[src/rtl/sequence_recorder.sv]
// Records a sequence of random symbols, plays it back with hold/gap timing,
// then checks the player's guesses against the stored sequence.
module sequence_recorder #(
  parameter int N           = 3,
  parameter int DEPTH       = 16,
  parameter int HOLD_CYCLES = 4,
  parameter int GAP_CYCLES  = 2
) (
  input  logic                       clock,
  input  logic                       reset,
  input  logic                       clear,
  input  logic                       append,
  input  logic                       play,
  input  logic [N-1:0]               random_value,
  output logic                       random_enable,
  output logic                       show_valid,
  output logic [N-1:0]               show_value,
  input  logic                       guess_valid,
  input  logic [N-1:0]               guess_value,
  output logic [$clog2(DEPTH+1)-1:0] length,
  output logic                       full,
  output logic                       busy,
  output logic                       checking,
  output logic                       round_ok,
  output logic                       round_fail
);

  localparam int LW   = $clog2(DEPTH + 1);
  localparam int AW   = (DEPTH > 1) ? $clog2(DEPTH) : 1;
  localparam int CMAX = (HOLD_CYCLES > GAP_CYCLES) ? HOLD_CYCLES : GAP_CYCLES;
  localparam int CW   = (CMAX > 1) ? $clog2(CMAX) : 1;

  typedef enum logic [1:0] {IDLE, SHOW, GAP, CHECK} state_t;

  state_t         state_q;
  logic [LW-1:0]  length_q;
  logic [AW-1:0]  index_q;
  logic [CW-1:0]  cnt_q;
  logic           random_enable_q;
  logic           show_valid_q;
  logic [N-1:0]   show_value_q;
  logic           round_ok_q;
  logic           round_fail_q;

  logic [N-1:0]   mem [DEPTH];

  logic           full_w;
  logic           append_ok;
  logic           at_last;

  assign full_w    = (length_q == LW'(DEPTH));
  assign append_ok = (state_q == IDLE) && !clear && append && !full_w;
  assign at_last   = (LW'(index_q) == (length_q - LW'(1)));

  // Symbol storage is never reset; only entries below length are ever read.
  always_ff @(posedge clock) begin
    if (append_ok) mem[length_q[AW-1:0]] <= random_value;
  end

  always_ff @(posedge clock or posedge reset) begin
    if (reset) begin
      state_q         <= IDLE;
      length_q        <= '0;
      index_q         <= '0;
      cnt_q           <= '0;
      random_enable_q <= 1'b0;
      show_valid_q    <= 1'b0;
      show_value_q    <= '0;
      round_ok_q      <= 1'b0;
      round_fail_q    <= 1'b0;
    end else begin
      random_enable_q <= 1'b0;
      round_ok_q      <= 1'b0;
      round_fail_q    <= 1'b0;
      if (clear) begin
        state_q      <= IDLE;
        length_q     <= '0;
        index_q      <= '0;
        cnt_q        <= '0;
        show_valid_q <= 1'b0;
        show_value_q <= '0;
      end else begin
        case (state_q)
          IDLE: begin
            // append takes precedence; a simultaneous play is dropped
            if (append) begin
              if (!full_w) begin
                length_q        <= length_q + LW'(1);
                random_enable_q <= 1'b1;
              end
            end else if (play && (length_q != '0)) begin
              state_q      <= SHOW;
              index_q      <= '0;
              cnt_q        <= '0;
              show_valid_q <= 1'b1;
              show_value_q <= mem[0];
            end
          end
          SHOW: begin
            if (cnt_q == CW'(HOLD_CYCLES - 1)) begin
              state_q      <= GAP;
              cnt_q        <= '0;
              show_valid_q <= 1'b0;
              show_value_q <= '0;
            end else begin
              cnt_q <= cnt_q + CW'(1);
            end
          end
          GAP: begin
            if (cnt_q == CW'(GAP_CYCLES - 1)) begin
              cnt_q <= '0;
              if (at_last) begin
                state_q <= CHECK;
                index_q <= '0;
              end else begin
                state_q      <= SHOW;
                index_q      <= index_q + AW'(1);
                show_valid_q <= 1'b1;
                show_value_q <= mem[index_q + AW'(1)];
              end
            end else begin
              cnt_q <= cnt_q + CW'(1);
            end
          end
          CHECK: begin
            if (guess_valid) begin
              if (guess_value == mem[index_q]) begin
                if (at_last) begin
                  round_ok_q <= 1'b1;
                  state_q    <= IDLE;
                  index_q    <= '0;
                end else begin
                  index_q <= index_q + AW'(1);
                end
              end else begin
                round_fail_q <= 1'b1;
                length_q     <= '0;
                state_q      <= IDLE;
                index_q      <= '0;
              end
            end
          end
          default: state_q <= IDLE;
        endcase
      end
    end
  end

  assign random_enable = random_enable_q;
  assign show_valid    = show_valid_q;
  assign show_value    = show_value_q;
  assign length        = length_q;
  assign full          = full_w;
  assign busy          = (state_q != IDLE);
  assign checking      = (state_q == CHECK);
  assign round_ok      = round_ok_q;
  assign round_fail    = round_fail_q;

endmodule

[config.mk]
export PLATFORM = sky130hd
export DESIGN_NAME = sequence_recorder
export DESIGN_NICKNAME = d
export VERILOG_FILES = /design/src/rtl/sequence_recorder.sv
export SDC_FILE = /design/constraint.sdc
export NUM_CORES = 1
export LEC_CHECK = 0
export ABC_AREA = 1
export CORE_UTILIZATION = 45
export CTS_CLUSTER_DIAMETER = 120
export DETAILED_ROUTE_END_ITERATION = 6
export GPL_TIMING_DRIVEN = 1
export PLACE_DENSITY = 0.61
export SYNTH_ARGS = -nofsm -noshare
export SYNTH_HDL_FRONTEND = slang
export SYNTH_SLANG_ARGS = --single-unit
[constraint.sdc]
create_clock -name clock -period 6.1 [get_ports clock]
set_clock_uncertainty 0.2 [all_clocks]
set_input_delay 0.61 -clock clock [delete_from_list [all_inputs] [get_ports clock]]
set_output_delay 0.61 -clock clock [all_outputs]
set_load 0.005 [all_outputs]
-- After elaboration in Yosys (flattened, before gate mapping)
Memory sizes are Yosys's and may differ from the RTL's.
Index checks and enable logic that the tools add are counted.
- $add $sub $neg: 4
- eq/ne operators: 18
- muxes and demuxes: 59
- reduce and logical (&&, ||, !) cells: 17
- operators with widths (cell ; number):
    $mux 2 ; 14
    $mux 4 ; 7
    $mux 5 ; 5
    $ne 3x3->1 const B ; 8
    $mux 1 ; 21
    $mux 3 ; 6
    $pmux 4 s3 ; 1
    $reduce_and 6->1 ; 2
    $pmux 5 s2 ; 1
    $reduce_and 5->1 ; 2
    $pmux 3 s3 ; 1
    $pmux 2 s4 ; 1
    $reduce_bool 4->1 ; 2
    $eq 2x2->1 const B ; 3
    $pmux 2 s3 ; 1
    $add 5x1->5 const B ; 1
    $eq 4x5->1 ; 1
    $eq 5x5->1 const B ; 1
    $reduce_bool 5->1 ; 1
    $sub 5x1->5 const B ; 1
    $add 4x1->4 const B ; 1
    $eq 2x1->1 const B ; 2
    $logic_and 1x1->1 ; 4
    $ne 4x4->1 const B ; 1
    9 further kinds ; 10
- register bits after elaboration: 20
- memory bits (writable): 48
- input port bits: 12
- output and inout bits: 15
- logic and storage cells: 108
- memories: 1
- memory list (memory ; words ; bits a word ; read ports ; clocked after Yosys merged registers in ; wr ports ; RTL line ; text):
    mem ; 16 ; 3 ; 3 ; 0 ; 1 ; 45 ; logic [N-1:0] mem [DEPTH];

-- Depth between registers and ports, before layout
Gate-level depths: netlist of the first run.
- word-level depth: 7
- gate-level depth with buffers: 15
- mapped depth without buffers: 13

-- Worst setup path before layout of the first run
OpenSTA, ideal clock, no wires.
- path kind: input to register
- start point: input clear
- end point: memory mem[1][0], enable pin
- setup time: 319 ps
- arrival time: 1507 ps
- required time: 5581 ps
- path slack: 4074 ps
- cell stages on the path: 8
- path buffers: 1
- cells stage by stage: buf_2 -> nor2_1 -> nand2_1 -> inv_1 -> nand2_1 -> inv_1 -> nand2_1 -> nor2_1
- word-level cells in the longest chain between the ends: 6
- ends and longest elaborated chain (what ; RTL line ; text):
    start: declaration ; 11 ; input logic clear,
    $logic_not 1->1 ; 52 ; assign append_ok = (state_q == IDLE) && !clear && append && !full_w;
    $logic_and 1x1->1 (3 in a row) ; 52 ;
    $mux 1 ; 57 ; if (append_ok) mem[length_q[AW-1:0]] <= random_value;
    $mux 1 (implied by the code) ; 57 ;
    end: declaration ; 45 ;
No other way between the ends.

-- Worst setup path after layout of the first run
- start point: register index_q[1]
- end point: register show_value_q[2], in the netlist show_value[2]
- word-level cells in the longest chain between the ends: 6
- elaborated cells on any way between the ends: 9
- classes of those cells: add/sub (1); eq/ne (2); mux (4); reduce/logical (1); memory (1)
- ends and longest elaborated chain (what ; RTL line ; text):
    start: declaration ; 37 ; logic [AW-1:0] index_q;
    start signal: assignment ; 117 ; index_q <= index_q + AW'(1);
    start signal: assignment ; 133 ; index_q <= index_q + AW'(1);
    $add 4x1->4 ; 119 ; show_value_q <= mem[index_q + AW'(1)];
    $mem_v2 16x3 ; n/a ;
    $mux 3 ; 112 ; if (at_last) begin
    $mux 3 ; 110 ; if (cnt_q == CW'(GAP_CYCLES - 1)) begin
    $pmux 3 s3 ; 83 ; case (state_q)
    $mux 3 ; 75 ; if (clear) begin
    end signal: assignment ; 96 ; show_value_q <= mem[0];
    end signal: assignment ; 119 ;
    end: declaration ; 41 ; logic [N-1:0] show_value_q;
Several ways; a longest one is shown, not always the timed one. The select of a mux whose other input is x is not followed.
A chain may end at the register's enable or synchronous reset.

==> impl_summary.md, run 1 <==
CTS
The clock passes through at most 2 buffers. The number of buffers inserted for hold repair after clock tree synthesis is 0. CTS placed an instance of clkbuf_8 at the clock tree root. Once the clock tree was built, the resizer swapped 0 gates to a different size.

TritonCTS built the clock tree. The latest clock arrival within the worst-skew pair is 350 ps. The clock sink count is 68. The H-tree was split into 3 levels. After clock tree synthesis, the clock-pin slew on the worst setup and hold paths is 70 ps. The TritonCTS buffer count is 9. Once the clock tree was built, the setup fixing pass inserted 0 buffers.

Placement
The final weighted congestion of routability-driven global placement is 0.8846. After detailed placement, the design holds a cell count of 595. After legalization and detailed placement, the total HPWL measured 7119 um.

Port buffering added 26 buffers. Before CTS, the worst setup slack after placement is 3169 ps.

Pwr
Power spread over the standard cell area amounts to 357.6 nW/um^2. The highest ir drop seen on vdd is 0.0001818 V. In this run the static leakage power is 1.860 nW.

Synth
The Yosys step of the flow raised 0 warnings. Of the post-synthesis cell area, the part taken by muxes is 0%. Ranked by total cell area, the synthesized netlist is headed by edfxtp_1 36%, dfrtp_1 13%, nand2_1 10%, nand3_1 7.4%, inv_1 6.2%. In this run, synthesis inferred 48 flip-flops with an integrated enable. Synthesis inferred 68 register bits. In the synthesized netlist the dominant register cell turns out to be edfxtp_1.

The dominant combinational cell family by area after synthesis is simple AND/OR/NAND/NOR gates. The cell area after technology mapping is 4004 sq um. The synthesized netlist devotes 24.41% of its cell area to simple gates.

The post-synthesis xor/xnor area fraction is 1.312%. For this run, asynchronously set or reset flops after synthesis account for 29.41%. After Yosys synthesis, full adders, half adders and majority gates account for 4.375% of the synthesized area. The most frequent cell after synthesis is nand2_1.

The number of instances in the synthesized netlist is 481. In the synthesized netlist, the cells that appear most often are 111 x nand2_1, 66 x inv_1, 59 x nand3_1. The post-synthesis compound-gate area fraction is 11.53%. The number of nets handed over by synthesis was 507. After synthesis, the largest area contributor takes up 36.00% of total cell area. The cell accounting for the most synthesized area is edfxtp_1. The sequential-to-total area share from yosys stat is 48.50%.

The count of unique library cells instantiated by Yosys is 33. Dividing the synthesized area by the synthesized cell count gives 8.324 sq um.

Floorplanning
After floorplanning, the core was divided into 34 placement rows. The I/O pin count is 27. The die boundary height is 96.33 um.

The initial utilization of the core area, before any placement, comes to 46.14%. From left edge to right edge, the die measures 96.33 um. The region available for standard cell placement spans 8678 sq um. The full die area is 9279 sq um.

Route
The total via count after detailed routing is 3250. The vias per cell is 5.319. Before antenna repair, the detailed router went through 4 iterations.

After detailed routing, the total wire length is 9687 um. The post-route antenna net violation count is 0. For this block, the initial DRC count from the detailed router was 226.

The routed length per instance is 15.85 um. After detailed routing, the number of remaining DRC violations is 0.

Timing
The final critical path takes up 49.03% of the cycle. Summed over all failing endpoints, the final setup total negative slack is 0 ps. Setup repair after global routing left no endpoint under its margin. For the pin with the worst max-slew slack, the measured transition is 808.7 ps. The number of hold-slack violations in the final timing report came to 0. The number of failing setup endpoints in the final timing report is 0.

The tightest hold path in the finished design has a slack of 282.8 ps. The total count of max-transition violations in the final report is 0. The maximum frequency from static timing analysis is 334.3 MHz. The final critical delay including setup and external delays is 2991 ps. After layout, the worst setup slack is 3109 ps. The relative max-transition margin is 46.03%.

Final layout
The layout net count is 524. For this run, the number of standard cells in the final layout without fillers is 611. The sequential cells in the finished layout cover a total of 1943 sq um.

The repair_antennas step left the layout with diodes totalling 0. The layout has 840 filler cells. In the final layout, the multi-input gates occupy 1667 sq um. The fraction of final layout cells sized beyond drive strength 1 is 4.970%. The layout overhead on the synthesized area is 11.81%.

Worst setup path
The required time at the worst-slack endpoint is 6170 ps. Data arrives at the worst endpoint at 3060 ps. STA classifies the critical path endpoint as a register.

The critical path startpoint category is a register. The maximum fanout along the worst path is 23. The critical path start-end classification is reg2reg.

GRT
For this run, global-route usage on met1 was measured as 33.22%. The met3 capacity usage during global routing is 4.344%. The initial antenna violation count came to 0. Global routing used 32.15% of the available met2 tracks. In this run the most used layer during global routing was met1. Global routing finished with a remaining overflow of 0. The first global-routing pass estimated 14900 um of wire. Across every metal layer, demand over resource in global routing totals 22.39%. Entering global routing, the biggest net connects 41 pins.

The number of global-route vias before repair is 2828.

Run
The tool flagged a number of max-cap violations equal to 0.

Status
The run finished with clean final reports.

Min path
The path category of the worst min-delay check is reg2reg.
## power breakdown
| part | total (mW) | internal [mW] | switching [mW] | leakage [nW] |
|---|---|---|---|---|
| clock | 0.396 | 0.229 | 0.168 | 0.103 |
| combinational | 0.612 | 0.234 | 0.378 | 1.06 |
| sequential | 0.593 | 0.536 | 0.0574 | 0.701 |
| total | 1.60 | 0.998 | 0.603 | 1.86 |
## cell families after synthesis
logic type / Yosys count
adders and majority gates: 14
and+or+nand+nor: 223
DFF: 68
xor gates and xnor gates: 6
AOI/OAI and AO/OA: 82
buffers and inverters: 88
## state kept, by name, indices dropped and copies added (netlist names)
name           cells
cnt_q              2
index_q            4
length             5
mem               48
random_enable      1
round_fail         1
round_ok           1
show_valid         1
show_value         3
state_q            2
## critical path: stages, from the launching register on
cell	delay, ps
dfrtp_1	660
ha_1	970
inv_1	210
a21oi_1	150
o21ai_0	110
nand3_1	100
nand3_1	130
o21ai_0	130
a31oi_1	100
o21ai_0	150
## routing by layer
layer | wire length (um) | vias to the layer above
met5 | 0 | -
met4 | 164 | 0
met3 | 466 | 17
met2 | 4299 | 91
met1 | 4757 | 1505
li1 | - | 1637
## through the flow
stage / util [%] / area [sq um] / power, mW
6_report: 51.59 / 4477 / 1.601
5_1_grt: 51.59 / 4477 / 1.715
4_1_cts: 51.59 / 4477 / 1.607
3_5_place_dp: 49.19 / 4269 / 1.212
3_3_place_gp: 49.19 / 4269 / 1.204
2_1_floorplan: - / 4004 / 1.048
## final cells by class
| cell class | count | share of cell area (%) |
|---|---|---|
| repair buffers | 27 | 5.981 |
| clock inverters | 5 | 1.705 |
| well taps | 108 | 3.018 |
| multi-input cells | 325 | 37.23 |
| inverters | 67 | 5.729 |
| flip-flops and latches | 68 | 43.40 |
| clock buffers | 11 | 2.935 |
## path summary, 6_finish.rpt
check | to | from | cells past startpoint | slack, ps
worst min register to register | show_valid | show_valid | 2 | 280
worst max register to register | show_value[2] | index_q[1] | 9 | 3110
worst max-delay path | show_value[2] | index_q[1] | 9 | 3110
worst min-delay path | show_valid | show_valid | 2 | 280
min in group asynchronous | index_q[1] | reset | 2 | 520
max in group asynchronous | index_q[0] | reset | 2 | 4620
## cells in the final DEF, fill, tap and decap left out, types with 2 or more instances in the layout
cell type / count
o21ai_1: 3
a21oi_1: 20
edfxtp_1: 48
nand3_1: 59
inv_1: 66
nor3_1: 4
nand2_2: 2
o22ai_1: 4
nand2_1: 111
and2_1: 2
o211ai_1: 14
o21ai_0: 36
clkinv_1: 2
bufinv_16: 2
nand4_1: 5
clkbuf_1: 2
nor2_1: 32
xnor2_1: 2
a31oi_1: 3
dfrtp_1: 19
clkdlybuf4s50_1: 26
or2_2: 3
clkbuf_8: 9
xor2_1: 4
ha_1: 14
No activity file was read; power rests on OpenSTA's default activity.
==> inputs of run 2 (changes only) <==
--- a/config.mk
+++ b/config.mk
@@ -10,7 +10,7 @@
 export CTS_CLUSTER_DIAMETER = 120
 export DETAILED_ROUTE_END_ITERATION = 6
 export GPL_TIMING_DRIVEN = 1
-export PLACE_DENSITY = 0.61
+export PLACE_DENSITY = 0.63
 export SYNTH_ARGS = -nofsm -noshare
 export SYNTH_HDL_FRONTEND = slang
 export SYNTH_SLANG_ARGS = --single-unit
==> constraint.sdc (replaced) <==
create_clock -name clock -period 2.5 [get_ports clock]
set_clock_uncertainty 0.2 [all_clocks]
set_input_delay 0.25 -clock clock [delete_from_list [all_inputs] [get_ports clock]]
set_output_delay 0.25 -clock clock [all_outputs]
set_load 0.005 [all_outputs]
==> impl_summary.md, run 2 (same netlist as run 1, synthesis figures left out) <==
Final layout
Leaving out fill and tap cells, the most frequent cell in the layout is nand2_1. Once layout is done, the placed cells without fillers occupy 4683 sq um. The register with the most flip-flops in the layout has 48 of them. The top cell types in the final layout, fill and taps aside, are 111 x nand2_1, 65 x inv_1, 59 x nand3_1, 48 x edfxtp_1, 35 x o21ai_0. At the end of the flow, the number of nets in the layout was 542. Excluding fillers, the count of instances in the completed layout stands at 629. Cells fill 53.96% of the core in the end. The filler cell count is 801.

Cells with a size suffix above 1 make up 11.32% of the layout. The count of inserted antenna diode cells is 0. The layout overhead on the synthesized area is 16.97%.

Floorplanning
The core footprint is 8678 sq um. The die boundary height is 96.33 um. The die boundary width is 96.33 um. The full die area is 9279 sq um. The site row count is 34. The I/O pin count is 27.

The starting density of the core is 46.14%.

Pwr
Summed over all cells, the static leakage comes to 1.967 nW. Net switching is 37.09% of the power. For this design the total switching power over the nets is 1.546 mW. The sequential share of power is 34.1%.

The internal cell power is 2.621 mW. VDD sags by at most 0.0005702 V. The total power draw is 4.167 mW.

The power share of the combinational group is 39.8%. In this run, the clock network consumes 26.1% of the power. The power density over cell area is 889.8 nW/um^2.

Timing
Across all setup checks in the final design, the least slack found is 135.4 ps. Timing would allow up to 422.9 MHz. The final critical path takes up 94.58% of the cycle. The final critical delay including setup and external delays is 2365 ps.

The number of failing setup endpoints in the final timing report is 0. After routing, the total negative slack on setup checks comes to 0 ps. The total count of max-transition violations in the final report is 0. Setup repair after global routing left no endpoint under its margin. Across all hold checks on the routed design, the worst slack comes to 73.25 ps. Measured against its own limit, the worst slew margin works out to 58.32%. The number of hold-slack violations in the final timing report is 0.

The transition time of the tightest slew-check pin is 624.5 ps.

Route
The total via count after detailed routing is 3350. The vias per cell is 5.326. The iteration-0 DRC count of the detailed router is 276. The routed length per instance is 15.82 um. In the routed design, unresolved DRC markers number 0. The detail route stage leaves a number of antenna-violating nets equal to 0. Summed over all layers, the routed wires come to 9953 um. For this run, the detailed router's first-pass iteration total came to 7.

Min path
The worst hold path belongs to the class in2async.

Worst setup path
The critical path startpoint category is a register. The arrival time at the worst endpoint is 1910 ps. STA puts the critical path data required time at 2050 ps. The worst setup path is of the reg2out kind. The worst setup path is captured at an output port. The critical-path cell with the highest stage delay is clkdlybuf4s50_1. The critical path goes through inv_2 -> ha_1 -> nand2_1 -> nor2_1 -> clkdlybuf4s50_1. Counting cells, the worst reg-to-reg path comes to 10. Of all nets on the critical path, the largest fanout is 6. For this run, the slowest stage of the critical path takes 520 ps.

CTS
The H-tree was split into 3 levels. The TritonCTS buffer count is 9. After clock tree synthesis, the clock-pin slew on the worst setup and hold paths is 80 ps.

Hold repair after CTS inserted 0 buffers. The latest clock arrival within the worst-skew pair is 350 ps. The buffer levels on the longest clock path is 2. The clock sink count is 68. TritonCTS built the clock tree. CTS placed an instance of clkbuf_8 at the clock tree root.

Placement
Routability-driven placement finished with a final weighted congestion of 0.9642. The count of buffers added on input and output ports is 26. Summing all placed instances gives a cell area of 4417 sq um. At the placement stage, the worst setup path has a slack of 161.9 ps. The number of placed cells counting well taps is 613. The post-detailed-placement half-perimeter wirelength is 7418 um.

Status
The run finished with clean final reports.

Run
The number of violations of the max-capacitance limit is 0.

GRT
The number of global-route vias before repair was 2900. The initial antenna violation count was 0. Summed over all layers, the global routing overflow is 0. The pin count of the biggest net entering global routing is 29.

The combined global-route utilization of all metal layers is 22.58%. The first global-routing pass estimated 15170 um of wire.
[run 2: cell count changes in the layout (fill, tap and decap cells not counted), sizes merged]
cell / delta
buf: +18
clkbuf: -2
clkinv: -1
clkinvlp: +2
bufinv: +1
[run 2: timing repair]
action                     4_1_cts  5_1_grt
setup endpoints to repair        0       53
gates resized for setup          0       13
setup buffers                    0        0
[run 2: layout make-up]
class                           instances  area [sq um]  area share (%)
Inverter                               67         256.5           5.477
Clock inverter                          7         115.1           2.458
Sequential cell                        68          1943           41.49
Tap cell                              108         135.1           2.885
Clock buffer                            9         123.9           2.645
Multi-Input combinational cell        325          1694           36.17
Timing Repair Buffer                   45         415.4           8.870
[run 2: critical path, delay by kind of cell (launching register included)]
kind	cells	cell delay [ps]
adder cells (fa/ha/maj)	1	190
buffers and inverters	2	670
flip-flops	1	490
AND/OR/NAND/NOR	2	220
[run 2: power groups by stage]
| stage | sequential (mW) | clock, mW | combinational, mW |
|---|---|---|---|
| after floorplan | 1.40 | 0 | 1.16 |
| after global placement | 1.43 | 0 | 1.61 |
| after detailed placement | 1.44 | 0 | 1.62 |
| after CTS | 1.42 | 1.10 | 1.63 |
| after global routing | 1.43 | 1.15 | 1.84 |
| final | 1.42 | 1.09 | 1.66 |
[run 2: worst paths after layout]
kind	slack, ps	startpoint	end
setup / recovery	140	length[0]	full
hold / removal	70	reset	round_ok
setup reg to reg	170	length[0]	index_q[3]
hold reg to reg	290	show_valid	show_valid
max in group asynchronous	1510	reset	length[1]
min in group clock	290	show_valid	show_valid
[run 2: routing by layer]
| layer | GRT usage [%] | up-vias | part of all wire [%] | wire length [um] |
|---|---|---|---|---|
| met5 | 0 | - | 0 | 0 |
| met4 | 7.843 | 0 | 2.0 | 203 |
| met3 | 4.423 | 20 | 6.9 | 691 |
| met2 | 32.09 | 130 | 43 | 4258 |
| met1 | 34.02 | 1527 | 48 | 4799 |
| li1 | - | 1673 | - | - |
==> inputs of run 3 (changes only) <==
--- a/config.mk
+++ b/config.mk
@@ -6,11 +6,12 @@
 export NUM_CORES = 1
 export LEC_CHECK = 0
 export ABC_AREA = 1
-export CORE_UTILIZATION = 45
+export CORE_UTILIZATION = 40
 export CTS_CLUSTER_DIAMETER = 120
 export DETAILED_ROUTE_END_ITERATION = 6
 export GPL_TIMING_DRIVEN = 1
-export PLACE_DENSITY = 0.63
+export PLACE_DENSITY = 0.57
+export SETUP_SLACK_MARGIN = 0.5
 export SYNTH_ARGS = -nofsm -noshare
 export SYNTH_HDL_FRONTEND = slang
 export SYNTH_SLANG_ARGS = --single-unit
==> impl_summary.md, run 3 (same netlist as run 1, synthesis figures left out) <==
Status
The run finished with clean final reports.

Worst setup path
Of all nets on the critical path, the largest fanout is 14. The number of cells on the worst reg-to-reg path is 14. The critical-path cell with the highest stage delay is dfrtp_2. The endpoint type of the worst setup path is a register. Data arrives at the worst endpoint at 2300 ps. In this design, the largest share of critical-path delay is due to simple AND/OR/NAND/NOR gates. The most critical setup path has its startpoint at index_q[0]. Walking the worst path, the cells encountered are buf_6 -> buf_12 -> buf_12 -> inv_8 -> o211ai_1 -> nand3_1 -> nand3_2 -> nand2_1 -> nand2_1 -> nand2_2 -> nand4_1 -> nand2_1 -> nand2_1 -> nand2_1. The setup slack on the worst flop-to-flop path is 300 ps. In this run the critical register-to-register path is captured at state_q[0]. The critical path start-end classification is reg2reg.

The critical path contains buffers and inverters numbering 4 combined. Counting stages on the worst path, the most repeated cell is nand2_1. STA classifies the critical path startpoint as a register. The required time at the worst-slack endpoint is 2590 ps. On the worst path, the slowest cell contributes a delay of 430 ps. In this run the critical register-to-register path is launched from index_q[0].

Pwr
In this run the static leakage power is 2.223 nW. The net switching component of the power is 1.909 mW. The internal power of the cells totals 3.024 mW. IR analysis of the VDD net gives a maximum drop of 0.0004429 V.

The clock power share is 20.6%. Per report_power, the sequential group accounts for 28.1% of the total. After layout, the design draws a total of 4.933 mW. The power share of the combinational group is 51.2%.

The power density over cell area is 906.3 nW/um^2. The switching part of the total is 38.70%.

GRT
The number of global-route vias before repair came to 3490. The pin count of the biggest net entering global routing is 25. The initial antenna violation count is 0. The wire length of the first global-routing pass is 18150 um. The combined global-route utilization of all metal layers is 23.58%. The overall overflow remaining after global route is 0.

Floorplanning
The region available for standard cell placement spans 9729 sq um. 27 I/O pins were placed. The full die area is 10410 sq um.

The starting density of the core is 41.15%. The die boundary width is 102.0 um. In this run the vertical extent of the chip is 102.0 um. The site row count is 36.

Final layout
The layout net count is 566. Leaving out fill and tap cells, the most frequent cells in the layout are 96 x nand2_1, 57 x inv_1, 48 x edfxtp_1, 42 x nand3_1, 25 x buf_4. The area growth from synthesis to layout is 35.94%. The post-route standard cell area excluding fillers is 5443 sq um. The number of flip-flops in the largest register is 48. 0 antenna diodes ended up in the layout. The library cell used most frequently in the layout, excluding fill and tap cells, is nand2_1. The post-route netlist has 27.71% of its cells at a drive strength greater than 1.

Timing
The relative max-transition margin is 55.66%. After routing, the total negative slack on setup checks comes to 0 ps. The number of hold-slack violations in the final timing report is 0. The worst path uses 88.12% of the clock period. The final critical delay including setup and external delays is 2203 ps. The worst slack on hold paths is 16.11 ps.

In the post-route analysis, the smallest setup slack over all paths is 297.1 ps. Derived from the worst setup path, the maximum achievable clock frequency is 453.9 MHz. Setup violations remaining at the end of the flow were counted as 0. Setup repair after global routing could not meet its margin everywhere. The transition time of the tightest slew-check pin is 663.0 ps.

The total count of max-transition violations in the final report is 0.

CTS
In this run the deepest clock path goes through 2 buffers. TritonCTS built the clock tree. The later pin in the worst-skew pair is clocked with a latency of 360 ps. The cell at the root of the clock tree is clkbuf_8. The clock slew at the register clock pins of the worst setup and hold paths is 80 ps. The total number of H-tree levels is 3.

Clock tree synthesis found a total of 68 sinks. The TritonCTS buffer count is 9. After clock tree synthesis, the flow added hold-fix buffers numbering 0.

Route
The number of detailed-route iterations in the first pass is 5. Dividing the detail-routed via count by the number of cells gives 5.422. Summing over every cut layer, the via total after detailed routing is 3676. After detailed routing, the total wire length is 11870 um. After detailed routing, the average wire length per cell comes to 17.51 um. The post-route antenna net violation count is 0. The final routed DRC violation total is 0.

The iteration-0 DRC count of the detailed router is 303.

Placement
The worst setup slack before clock tree synthesis is 141.6 ps. Buffers placed on the I/O ports in this run total 26. The placed instances occupy a cell area of 4415 sq um. Routability-driven placement finished with a final weighted congestion of 0.9035.

After legalization and detailed placement, the total HPWL measured 7605 um.

Min path
The tightest min-delay check is of the in2async type.

Run
Max-cap violations in this run came to 0.
run 3: cell types whose count changed in the layout (fill, tap and decap cells not counted), moves of 11 or more:
cell     before  now
nand2_1     111   96
nand2_2       2   13
nand3_1      59   42
nand3_2       1   16
nor2_1       21   10
nor2_4        1   15
o21ai_0      35   20
o21ai_1       4   15
run 3: layer usage:
layer	part of all wire, %	routed length [um]	up-vias	track usage (%)
met4	1.6	195	0	7.912
met5	0	0	-	0
met3	6.5	776	20	5.267
met2	46	5482	166	36.24
li1	-	-	1730	-
met1	46	5417	1760	32.97
run 3: area by class of cell:
type	instances	area [sq um]
clock buffers	10	127.6
clock inverters	6	88.84
fillers	869	4287
inverters	67	279.0
multi-input cells	325	2057
flip-flops and latches	68	1948
well taps	133	166.4
repair buffers	67	757.0
repair inverters	2	18.77
run 3: repair_timing:
action                                  CTS  global route
pin swaps                                31            19
buffers inserted                         18             3
gates cloned                              7             2
endpoints found under the setup margin   64            67
gates resized for setup                 115            31
run 3: worst reg2reg max path: cells and delay by family, from the launching register on:
family	cells	cell delay [ps]
AND/OR/NAND/NOR	9	910
buffers and inverters	4	500
flip-flops	1	430
AO/OA/AOI/OAI	1	100
run 3: worst max path at each step:
stage / depth (start not counted) / slack (ps) / endpoint
2_1_floorplan: 10 / 520 / index_q[3]
6_report: 14 / 300 / state_q[0]
3_3_place_gp: 10 / 240 / mem[4][1]
4_1_cts: 10 / 360 / show_value[0]
5_1_grt: 14 / 160 / length[3]
3_5_place_dp: 10 / 140 / mem[4][2]
run 3: through the flow:
step | instances | utilization (%)
2_1_floorplan | 481 | -
3_3_place_gp | 632 | 45.38
3_5_place_dp | 632 | 45.38
4_1_cts | 673 | 54.39
5_1_grt | 678 | 55.94
6_report | 678 | 55.94
run 3: power by group through the flow:
| stage | combinational [mW] | sequential, mW | clock [mW] |
|---|---|---|---|
| floorplan | 1.16 | 1.40 | 0 |
| global placement | 1.64 | 1.41 | 0 |
| detailed placement | 1.64 | 1.42 | 0 |
| CTS | 2.32 | 1.38 | 1.03 |
| global route | 2.73 | 1.40 | 1.08 |
| finish | 2.53 | 1.39 | 1.02 |
